## src/rtl/mlab_fifo_unpacker.sv

```systemverilog
// mlab_fifo_unpacker
// Drains a show-ahead FIFO of IN_WIDTH-bit words and replays each word as
// RATIO = IN_WIDTH/OUT_WIDTH narrow beats on a valid/ready stream. The next
// word is popped on the same cycle the last beat is accepted, so consecutive
// words stream without a bubble.
//
// Ports:
//   clk           sole clock, rising edge
//   rst           asynchronous reset, active low
//   i_flush       synchronous discard of the word being unpacked
//   i_fifo_data   FIFO head word (show-ahead, valid while !i_fifo_empty)
//   i_fifo_empty  FIFO empty flag
//   o_fifo_rdreq  FIFO pop (combinational: depends on i_ready, i_fifo_empty)
//   o_valid       beat available
//   i_ready       consumer accepts beat
//   o_data        current beat
//   o_last        current beat is the final beat of its word
//
// Build option:
//   MLAB_UNPACK_MSB_FIRST_EN  when defined, the most significant slice is
//                             emitted first; default is least significant first.

module mlab_fifo_unpacker #(
  parameter int unsigned IN_WIDTH  = 256,
  parameter int unsigned OUT_WIDTH = 32
) (
  input  logic                 clk,
  input  logic                 rst,
  input  logic                 i_flush,
  input  logic [IN_WIDTH-1:0]  i_fifo_data,
  input  logic                 i_fifo_empty,
  output logic                 o_fifo_rdreq,
  output logic                 o_valid,
  input  logic                 i_ready,
  output logic [OUT_WIDTH-1:0] o_data,
  output logic                 o_last
);

  localparam int unsigned RATIO = IN_WIDTH / OUT_WIDTH;
  localparam int unsigned CNT_W = $clog2(RATIO);
  localparam logic [CNT_W-1:0] LAST_CNT = CNT_W'(RATIO - 1);

  typedef enum logic {
    ST_EMPTY = 1'b0,
    ST_BUSY  = 1'b1
  } state_t;

  state_t                          state;
  logic [IN_WIDTH-1:0]             word;
  logic [CNT_W-1:0]                cnt;
  logic [RATIO-1:0][OUT_WIDTH-1:0] beats;
  logic                            full;
  logic                            last;
  logic                            acc;
  logic                            ld;

  // Handshake and load decision
  assign full = (state == ST_BUSY);
  assign last = full && (cnt == LAST_CNT);
  assign acc  = full && i_ready;
  // Gated by rst so no pop is issued while reset is asserted.
  assign ld   = rst && !i_fifo_empty && !i_flush && (!full || (acc && last));

  assign o_fifo_rdreq = ld;
  assign o_valid      = full;
  assign o_last       = last;

  // Beat slice selection
  assign beats = word;
`ifdef MLAB_UNPACK_MSB_FIRST_EN
  assign o_data = beats[LAST_CNT - cnt];
`else
  assign o_data = beats[cnt];
`endif

  // State, holding register and beat counter
  always_ff @(posedge clk or negedge rst) begin
    if (!rst) begin
      state <= ST_EMPTY;
      word  <= '0;
      cnt   <= '0;
    end else if (i_flush) begin
      // A beat accepted in this cycle is still counted as delivered.
      state <= ST_EMPTY;
      cnt   <= '0;
    end else if (ld) begin
      // Show-ahead FIFO: head data is captured in the same cycle as the pop.
      state <= ST_BUSY;
      word  <= i_fifo_data;
      cnt   <= '0;
    end else if (acc) begin
      if (last) begin
        state <= ST_EMPTY;
        cnt   <= '0;
      end else begin
        cnt <= cnt + CNT_W'(1);
      end
    end
  end

endmodule

```

## config.mk

```make
export PLATFORM = sky130hd
export DESIGN_NAME = mlab_fifo_unpacker
export DESIGN_NICKNAME = d
export VERILOG_FILES = /design/src/rtl/mlab_fifo_unpacker.sv
export SDC_FILE = /design/constraint.sdc
export NUM_CORES = 1
export LEC_CHECK = 0
export ABC_CLOCK_PERIOD_IN_PS = 2000
export CORE_AREA = 2 2 211 130
export CTS_CLUSTER_DIAMETER = 100
export DETAILED_ROUTE_END_ITERATION = 12
export DIE_AREA = 0 0 213 132
export HOLD_SLACK_MARGIN = 0.08
export PLACE_DENSITY = 0.83
export SETUP_SLACK_MARGIN = 0.2
export SYNTH_ARGS = -nofsm -noshare
export SYNTH_HDL_FRONTEND = slang
export SYNTH_SLANG_ARGS = --single-unit
export TNS_END_PERCENT = 20
```

## constraint.sdc

```tcl
create_clock -name clk -period 2 [get_ports clk]
set_clock_uncertainty 0.2 [all_clocks]
set_input_delay 0.3 -clock clk [delete_from_list [all_inputs] [get_ports clk]]
set_output_delay 0.3 -clock clk [all_outputs]
set_load 0.1 [all_outputs]
```

==> results of run 1 <==
flip-flops by register name (all words and copies together) (netlist names):
signal / cells
cnt: 3
o_valid: 1
beats: 256
cells by family (layout without fill, tap and decap cells):
logic type,count (synthesis),after routing
multiplexers,353,353
flip-flops,260,260
buffers and inverters,46,414
AND/OR/NAND/NOR,11,11
AO/OA/AOI/OAI,4,4
adder cells (fa/ha/maj),2,2
other,0,1
worst max-delay path: cells and delay by family, from the launching register on:
kind / cells / cell delay, ns
DFF: 1 / 0.52
buffers and inverters: 4 / 0.55
muxes: 2 / 0.78
worst paths after layout:
path                       cells after the start  slack (ns)                endpoint              startpoint
hold / removal                                 2        0.16  beats[204]$_DFFE_PN0P_        i_fifo_data[204]
setup / recovery                               6       -0.88              o_data[22]      cnt[0]$_DFFE_PN0P_
setup reg to reg                              11       -0.63   beats[48]$_DFFE_PN0P_      cnt[0]$_DFFE_PN0P_
hold reg to reg                                1        0.28  beats[204]$_DFFE_PN0P_  beats[204]$_DFFE_PN0P_
min in group asynchronous                      4        0.48  beats[186]$_DFFE_PN0P_                     rst
max in group asynchronous                      4        0.35  beats[237]$_DFFE_PN0P_                     rst
through the flow:
stage                     cells  area, sq um  hold WS (ns)  setup WS, ns    util
after global routing       1404        17630        0.1421       -0.9283  0.6760
after global placement     1322        15820        0.2623       -0.3334  0.6066
after detailed placement   1322        15820        0.2686       -0.3479  0.6066
final                      1405        17630        0.1611       -0.8752  0.6761
after CTS                  1377        16900        0.1423       -0.8864  0.6481
after floorplan             676        11950       -0.1956       -0.1206       -
layer usage:
metal  vias to the layer above  global-route usage  wire, um
li1                       3249                   -         -
met2                       281              0.3646     15890
met5                         -                   0        24
met4                         4             0.03225       670
met3                        56             0.07099      2915
met1                      3936              0.2897     13610
layout make-up:
class	count	area, sq um	area share
Antenna cell	1	2.502	0.0001420
Clock buffer	34	689.4	0.03911
Clock inverter	9	76.32	0.004330
Multi-Input combinational cell	370	5333	0.3025
Sequential cell	260	6516	0.3696
Tap cell	360	450.4	0.02555
Timing Repair Buffer	371	4561	0.2587
layout by cell type (no fill, tap or decap), types with 3 or more instances in the layout:
cell type        count
mux2_1             105
buf_16              10
clkbuf_16           33
buf_8                3
nor3_1               3
buf_4               20
mux2_2              55
a21oi_1              3
buf_6               13
buf_12              57
clkinv_2             6
mux4_2              64
clkdlybuf4s50_1    259
clkbuf_1             6
mux2_4             128
clkbuf_8             3
dfrtp_1            256
repair_timing:
| item | CTS | global route |
|---|---|---|
| hold buffers | 1 | 0 |
| gates resized for setup | 16 | 101 |
| pin swaps | 1 | 1 |
| endpoints found under the setup margin | 294 | 293 |
| buffers inserted | 5 | 18 |
| hold endpoints to repair | 261 | 0 |
| gates cloned | 6 | 9 |
power by group:
group | switching [mW] | total [mW] | internal [mW]
clock network | 2.01 | 4.55 | 2.54
registers | 0.644 | 7.05 | 6.41
logic | 2.33 | 5.24 | 2.91
total | 4.98 | 16.8 | 11.9
==> flow_metrics.env, run 1 <==
export IMPL_leakage_nw=7.326
export IMPL_required_ns=1.50
export IMPL_cp_end_kind="output port"
export IMPL_syn_area_sq_um=11620
export IMPL_clk_pin_slew_ns=0.07
export IMPL_hold_path_class="input pin to flip-flop"
export IMPL_arrival_ns=2.38
export IMPL_syn_inst=676
export IMPL_fill_cells=1715
export IMPL_design_die_area_sq_um=28120
export IMPL_drt_pass1_iter_count=4
export IMPL_max_cap_violations=0
export IMPL_critPathLaunchType="flip-flop"
export IMPL_synth_compound_area_frac=0.002368
export IMPL_area_growth_synth_to_final_pct=51.64
export IMPL_cts_tree="built"
export IMPL_rows=46
export IMPL_grt_pass1_wl_um=47110
export IMPL_worst_slack_ns=-0.8752
export IMPL_grt_max_degree=152
export IMPL_tns_ns=-157.37
export IMPL_synth_top_family_by_area="multiplexers"
export IMPL_routed_wl_um=33110
export IMPL_p_per_area_nw_per_um2=955.2
export IMPL_ios=296
export IMPL_drc=0
export IMPL_synthTopCellsByCount="260 x dfrtp_1, 196 x mux2_1, 92 x mux2_2"
export IMPL_wire_per_inst_um=23.57
export IMPL_grt_setup_unrepaired="yes"
export IMPL_synth_simple_area_share=0.005382
export IMPL_synth_most_common_cell="dfrtp_1"
export IMPL_grt_use_total=0.2199
export IMPL_finalCriticalPeriod_ns=2.875
export IMPL_synthAdderAreaFrac=0.002153
export IMPL_slowest_stage="dfrtp_4"
export IMPL_num_vias=7526
export IMPL_synth_top_cells_by_area="dfrtp_1 56%, mux2_1 19%, mux4_2 12%, mux2_2 8.9%, buf_6 0.97%"
export IMPL_finalPower_mw=16.84
export IMPL_io_buffers=295
export IMPL_setup_viol=293
export IMPL_yosys_warnings=0
export IMPL_clock_latency_ns=0.53
export IMPL_yosys_register_bits=260
export IMPL_fp_dieW_um=213
export IMPL_dp_hpwl_um=20640
export IMPL_antenna_found_initial=5
export IMPL_drive_above_1_share=0.3870
export IMPL_grt_pass1_vias=8208
export IMPL_tightest_slew_ns=0.9053
export IMPL_postSynth_asyncResetShare=1.000
export IMPL_yosysTopAreaCellShare=0.5597
export IMPL_max_stage_delay_ns=0.52
export IMPL_crit_chain="buf_6, buf_6, buf_6, mux4_2, mux2_4, buf_12"
export IMPL_finalCritPeriodShare=1.438
export IMPL_syn_avg_cell_area_sq_um=17.20
export IMPL_fmax_mhz=347.8
export IMPL_clockRootBuffer="clkbuf_16"
export IMPL_start_util=0.4459
export IMPL_nets=1291
export IMPL_drtIter0Drc=418
export IMPL_maxSlewHeadroom=0.3965
export IMPL_cp_common_cell="buf_6"
export IMPL_cts_buffers=25
export IMPL_synth_xor_area_share=0
export IMPL_ir_drop_mv=0.6111
export IMPL_vias_per_cell=5.357
export IMPL_yosysSeqAreaShare=0.5597
export IMPL_gp_congestion=0.8287
export IMPL_hold_viol_final=0
export IMPL_die_h_um=132
export IMPL_htreeDepth=1
export IMPL_drv_slew=0
export IMPL_postRouteAntennaNets=0
export IMPL_critPathKind="flip-flop to output port"
export IMPL_core_area_sq_um=26070
export IMPL_synthFlopType="dfrtp_1"
export IMPL_syn_nets=939
export IMPL_synth_distinct_cells=18
export IMPL_yosysTopAreaCell="dfrtp_1"
export IMPL_grt_overflow=0
export IMPL_synth_edf_count=0
export IMPL_muxShareOfSynthArea=0.4038
export IMPL_clockBufferDepth=3
export IMPL_crit_fanout=5
export IMPL_outcome="finished with violations"
export IMPL_cts_sinks=260
export IMPL_violations="setup timing"
(Power assumes the default switching activity.)
==> inputs of run 2 (changes only) <==
CORE_AREA = 5 5 214 133   (was 2 2 211 130)
DIE_AREA = 0 0 219 138   (was 0 0 213 132)
==> run 2 against run 1 <==
Compared with the run above:
- the run still ends with setup timing left
- first-iteration DRC count grew 17%
- register-to-register slack gained 0.05 ns
- combinational power grew 3.8%
- highest routed layer unchanged
- die area grew 7.5%
- global-route usage shrank 1.4 points
- cell count grew 0.57%
- sequential share of layout area shrank 0.74 points
- wire length grew 6.6%
==> flow_metrics.env, run 2 (synthesis results as in run 1) <==
export IMPL_start_util=0.4449
export IMPL_fin_area_sq_um=17990
export IMPL_startpoint="cnt[0]$_DFFE_PN0P_"
export IMPL_clock_latency_ns=0.53
export IMPL_drt_pass1_iter_count=4
export IMPL_finalCriticalPeriod_ns=2.815
export IMPL_fmax_mhz=355.3
export IMPL_nets=1294
export IMPL_postRouteAntennaNets=0
export IMPL_rows=46
export IMPL_finalCritPeriodShare=1.407
export IMPL_grt_max_degree=144
export IMPL_endpoint="o_data[29]"
export IMPL_r2r_slack_ns=-0.58
export IMPL_leakage_nw=7.553
export IMPL_largest_reg_flops=256
export IMPL_wire_per_inst_um=24.97
export IMPL_comb_power_share=0.305
export IMPL_htreeDepth=1
export IMPL_core_area_sq_um=26130
export IMPL_clockRootBuffer="clkbuf_16"
export IMPL_grt_overflow=0
export IMPL_arrival_ns=2.31
export IMPL_reg2reg_from="cnt[0]$_DFFE_PN0P_"
export IMPL_grt_setup_unrepaired="yes"
export IMPL_routed_wl_um=35280
export IMPL_critPathKind="flip-flop to output port"
export IMPL_vias_per_cell=5.365
export IMPL_seqCellArea_sq_um=6516
export IMPL_cts_buffers=26
export IMPL_multiInputGateArea_sq_um=5518
export IMPL_drc=0
export IMPL_tns_ns=-134.03
export IMPL_final_util=0.6884
export IMPL_internal_power_mw=12.59
export IMPL_setup_viol=293
export IMPL_switching_share=0.2934
export IMPL_maxSlewHeadroom=0.4536
export IMPL_gp_congestion=0.8196
export IMPL_pwr_share_seq=0.397
export IMPL_drv_slew=0
export IMPL_drive_above_1_share=0.4301
export IMPL_clk_pin_slew_ns=0.07
export IMPL_outcome="finished with violations"
export IMPL_grt_pass1_wl_um=48990
export IMPL_fp_dieW_um=219
export IMPL_critPathLaunchType="flip-flop"
export IMPL_fill_cells=1672
export IMPL_worstReg2RegEnd="beats[165]$_DFFE_PN0P_"
export IMPL_finalPower_mw=17.83
export IMPL_violations="setup timing"
export IMPL_dpl_cell_area_sq_um=15750
export IMPL_final_common_cell="clkdlybuf4s50_1"
export IMPL_p_sw_mw=5.231
export IMPL_required_ns=1.50
export IMPL_ios=296
export IMPL_reg2reg_depth=11
export IMPL_io_buffers=295
export IMPL_clockPowerShare=0.297
export IMPL_hold_path_class="input pin to flip-flop"
export IMPL_worst_slack_ns=-0.8145
export IMPL_area_growth_synth_to_final_pct=54.74
export IMPL_cp_end_kind="output port"
export IMPL_antenna_found_initial=2
export IMPL_tightest_slew_ns=0.8196
export IMPL_cts_tree="built"
export IMPL_design_die_area_sq_um=30220
export IMPL_final_cell_mix="259 x clkdlybuf4s50_1, 256 x dfrtp_1, 176 x mux2_4, 70 x mux2_1, 64 x mux4_2"
export IMPL_p_per_area_nw_per_um2=990.9
export IMPL_dp_hpwl_um=21270
export IMPL_max_cap_violations=0
export IMPL_dp_cells=1317
export IMPL_cts_sinks=260
export IMPL_clockBufferDepth=3
export IMPL_die_h_um=138
export IMPL_crit_fanout=6
export IMPL_num_vias=7581
export IMPL_grt_use_total=0.2059
export IMPL_ir_drop_mv=0.7534
export IMPL_fin_cells=1413
export IMPL_hold_viol_final=0
export IMPL_drtIter0Drc=488
export IMPL_grt_pass1_vias=8168
==> run 2: worst min path at each step <==
stage,cells past startpoint,startpoint,slack [ns],end
final,2,i_fifo_data[152],0.16,beats[152]$_DFFE_PN0P_
after floorplan,0,rst,-0.20,beats[0]$_DFFE_PN0P_
after global placement,1,beats[200]$_DFFE_PN0P_,0.26,beats[200]$_DFFE_PN0P_
after CTS,2,i_fifo_data[31],0.13,beats[31]$_DFFE_PN0P_
after global routing,2,i_fifo_data[33],0.13,beats[33]$_DFFE_PN0P_
after detailed placement,1,beats[184]$_DFFE_PN0P_,0.27,beats[184]$_DFFE_PN0P_
==> run 2: what timing repair did <==
item	CTS	global route
gates cloned	6	14
setup endpoints to repair	294	293
hold endpoints to repair	261	0
buffers inserted	5	20
pin swaps	1	1
hold buffers	1	0
gates resized for setup	16	145
==> run 2: layer usage <==
layer  GRT usage  vias to the layer above  wire (um)
li1            -                     3256          -
met1      0.2848                     3997      14940
met2      0.3268                      283      16700
met3     0.07004                       43       3097
met4     0.03038                        2        523
met5           0                        -         13
==> run 2: stage by stage <==
step                hold WS (ns)  setup WS (ns)
floorplan                -0.1956        -0.1206
global placement          0.2615        -0.3807
detailed placement        0.2691        -0.3804
CTS                       0.1305        -0.8521
global route              0.1309        -0.8770
finish                    0.1573        -0.8145
==> run 2: power by group through the flow <==
stage | clock network [mW] | registers (mW) | logic [mW]
after floorplan | 0 | 6.84 | 3.09
after global placement | 0 | 7.01 | 4.69
after detailed placement | 0 | 7.07 | 4.80
after CTS | 5.39 | 7.00 | 4.89
after global routing | 5.62 | 7.21 | 5.68
final | 5.30 | 7.08 | 5.44
==> run 2: area by class of cell <==
| cell class | instances | area share |
|---|---|---|
| sequential | 260 | 0.3622 |
| tap | 360 | 0.02504 |
| antenna | 2 | 0.0002782 |
| clock inverter | 17 | 0.01182 |
| multi-input combinational | 370 | 0.3067 |
| clock buffer | 31 | 0.04006 |
| timing repair buffer | 373 | 0.2538 |
==> run 2: worst max-delay path, cell delays in order, from the launching register on <==
cell and delay (ns):
dfrtp_4 0.45, buf_12 0.15, clkbuf_16 0.17, mux4_2 0.54, mux2_4 0.30, buf_12 0.17
==> RTL edit, RTL diff (settings of run 2) <==
The option `MLAB_UNPACK_MSB_FIRST_EN` is turned on by a define.
--- a/src/rtl/mlab_fifo_unpacker.sv
+++ b/src/rtl/mlab_fifo_unpacker.sv
@@ -21,2 +21,4 @@
 //                             emitted first; default is least significant first.
+
+`define MLAB_UNPACK_MSB_FIRST_EN
 
Formal check against the unedited RTL: not equivalent (Yosys sat finds a counterexample within 4 cycles, from zero or initial values and one cycle with rst low).
==> RTL edit against run 2 <==
  * The run still ends with negative setup slack left
  * Wire length is 1.4% lower
  * Count of clock-buffer cells in the layout increased by 3
  * Core utilization shrank 2.4 points
  * Combinational power down 6.6%
  * Synthesized area down 0.32%
  * Sequential cell count unchanged
  * Setup slack got worse by 0.049 ns
  * Power decreased by 5.1%
  * Worst hold slack better by 0.012 ns
  * Global-route usage rose by 1.6 points
  * Final area decreased by 3.5%
  * Critical path depth unchanged
  * Non-clock buffer count shrank 8
  * Largest cell class unchanged
==> RTL edit: results (changes against run 2) <==
IO buf count: 295 (unchanged)
Top cells by area, synth: dfrtp_1 (56%), mux2_1 (19%), mux4_2 (12%) (unchanged)
Register area share after synthesis: 0.561 (was 0.560)
Post-synth net total: 939 (unchanged)
Peak VDD IR: 0.651 mV (was 0.753 mV)
Sum Neg Setup Slack: -179.18 ns (was -134.03 ns)
FILL cells: 1798 (was 1672)
Layout cells sized above 1: 0.306 (was 0.430)
Max FFs per register: 256 (unchanged)
Commonest cells in the synthesized netlist: dfrtp_1 (260), mux2_1 (196), mux2_2 (92) (unchanged)
Worst path max stage delay: 0.56 ns (was 0.54 ns)
Clk pin slew, worst setup/hold paths: 0.07 ns (about the same)
Setup ws final: -0.864 ns (was -0.815 ns)
Outcome: complete, but fails checks (unchanged)
Final instance count without filler cells: 1400 (was 1413)
Failing checks: negative setup slack (unchanged)
Placed Cells: 1321 (was 1317)
Async set-reset flop share out of synthesis: 1.00 (unchanged)
H-tree Lvls: 1 (unchanged)
Clk_lat worst skew: 0.52 ns
Final HPWL DP: 24.0 mm (was 21.3 mm)
Number of distinct library cells after synthesis: 17 (was 18)
GRT Overall Usage: 0.222 (was 0.206)
Critical-path top delay cell: mux4_2 (unchanged)
CTS buffer count: 25 (was 26)
Max-slew headroom: 0.466 (was 0.454)
Hold Crit Class: in -> reg (unchanged)
RD Place Congestion: 0.797 (was 0.820)
Syn Inst Count: 676 (unchanged)
Crit path max fanout: 6 (unchanged)
Critical Path AT: 2.36 ns (was 2.31 ns)
Pleak: 7.09 nW (was 7.55 nW)
Iteration count of the initial detailed-routing pass: 4 (unchanged)
Antenna violations before repair: 6 (was 2)
Final WL: 34.8 mm (was 35.3 mm)
Syn. warnings: 0 (unchanged)
Longest Clk Path Bufs: 3 (unchanged)
Largest net degree at the start of global routing: 144 (unchanged)
Root Driver: clkbuf_16 (unchanged)
Cell family with most CP delay: multiplexers (unchanged)
Vias in the first global route: 7994 (was 8168)
Via count: 7393 (was 7581)
Global-route wire length before repair: 51.1 mm (was 49.0 mm)
Starting DRT DRC Count: 468 (was 488)
Final number of setup-violating endpoints: 293 (unchanged)
## RTL edit: metrics by stage
stage | power [mW] | instance area (um^2) | setup slack, ns
5_1_grt | 17.6 | 17400 | -0.936
4_1_cts | 17.0 | 17100 | -0.899
3_5_place_dp | 12.0 | 15700 | -0.413
3_3_place_gp | 11.8 | 15700 | -0.389
6_report | 16.9 | 17400 | -0.864
2_1_floorplan | 9.84 | 11800 | -0.116
## RTL edit: logic make-up after synthesis
kind of cell,after synthesis,synth area share
buf+inv,46,0.0234
flops,260,0.561
fa+ha+maj,2,0.00216
simple gates,11,0.00540
mux,353,0.405
compound gates,4,0.00238
## RTL edit: area by class of cell
cell class / instances / area [um^2] / area share
multi-input cells: 370 / 4990 / 0.288
flip-flops and latches: 260 / 6520 / 0.375
well taps: 360 / 450 / 0.0260
diodes: 4 / 10.0 / 0.000577
clock inverters: 7 / 110 / 0.00634
clock buffers: 34 / 699 / 0.0403
repair buffers: 365 / 4580 / 0.264
## RTL edit: repair_timing
item / CTS / global route
hold buffers: 1 / 0
buffers inserted: 11 / 5
endpoints found under the setup margin: 294 / 293
resized for setup: 30 / 9
endpoints found under the hold margin: 261 / 0
gates cloned: 12 / 5
pin swaps: 1 / 1
## RTL edit: report_power, final
group / switching [mW] / internal, mW / total (mW)
logic: 2.45 / 2.63 / 5.08
clock network: 2.01 / 2.82 / 4.83
registers: 0.616 / 6.41 / 7.02
total: 5.08 / 11.8 / 16.9
## RTL edit: worst paths after layout
check	startpoint	end	slack, ns	depth (start not counted)
worst min-delay path	i_fifo_data[192]	beats[192]$_DFFE_PN0P_	0.17	2
worst max-delay path	cnt[0]$_DFFE_PN0P_	o_data[22]	-0.86	5
worst max register to register	cnt[0]$_DFFE_PN0P_	beats[67]$_DFFE_PN0P_	-0.73	10
worst min register to register	beats[38]$_DFFE_PN0P_	beats[38]$_DFFE_PN0P_	0.28	1
max in group asynchronous	rst	beats[96]$_DFFE_PN0P_	0.50	4
min in group asynchronous	rst	beats[221]$_DFFE_PN0P_	0.45	4
## RTL edit: worst reg2reg max path, cell delays in order, from the launching register on
cell and delay, ns:
dfrtp_4 0.52, buf_4 0.15, ha_4 0.12, ha_2 0.17, nand2_2 0.08, a211oi_4 0.29, buf_6 0.16, buf_6 0.13
buf_12 0.17, bufbuf_16 0.31, mux2_1 0.32
## RTL edit: metal layers
| metal | vias to the layer above | routed length [um] | global-route usage |
|---|---|---|---|
| li1 | 3247 | - | - |
| met3 | 33 | 2490 | 0.0602 |
| met2 | 232 | 15200 | 0.315 |
| met1 | 3879 | 16500 | 0.349 |
| met5 | - | 13 | 0 |
| met4 | 2 | 590 | 0.0383 |
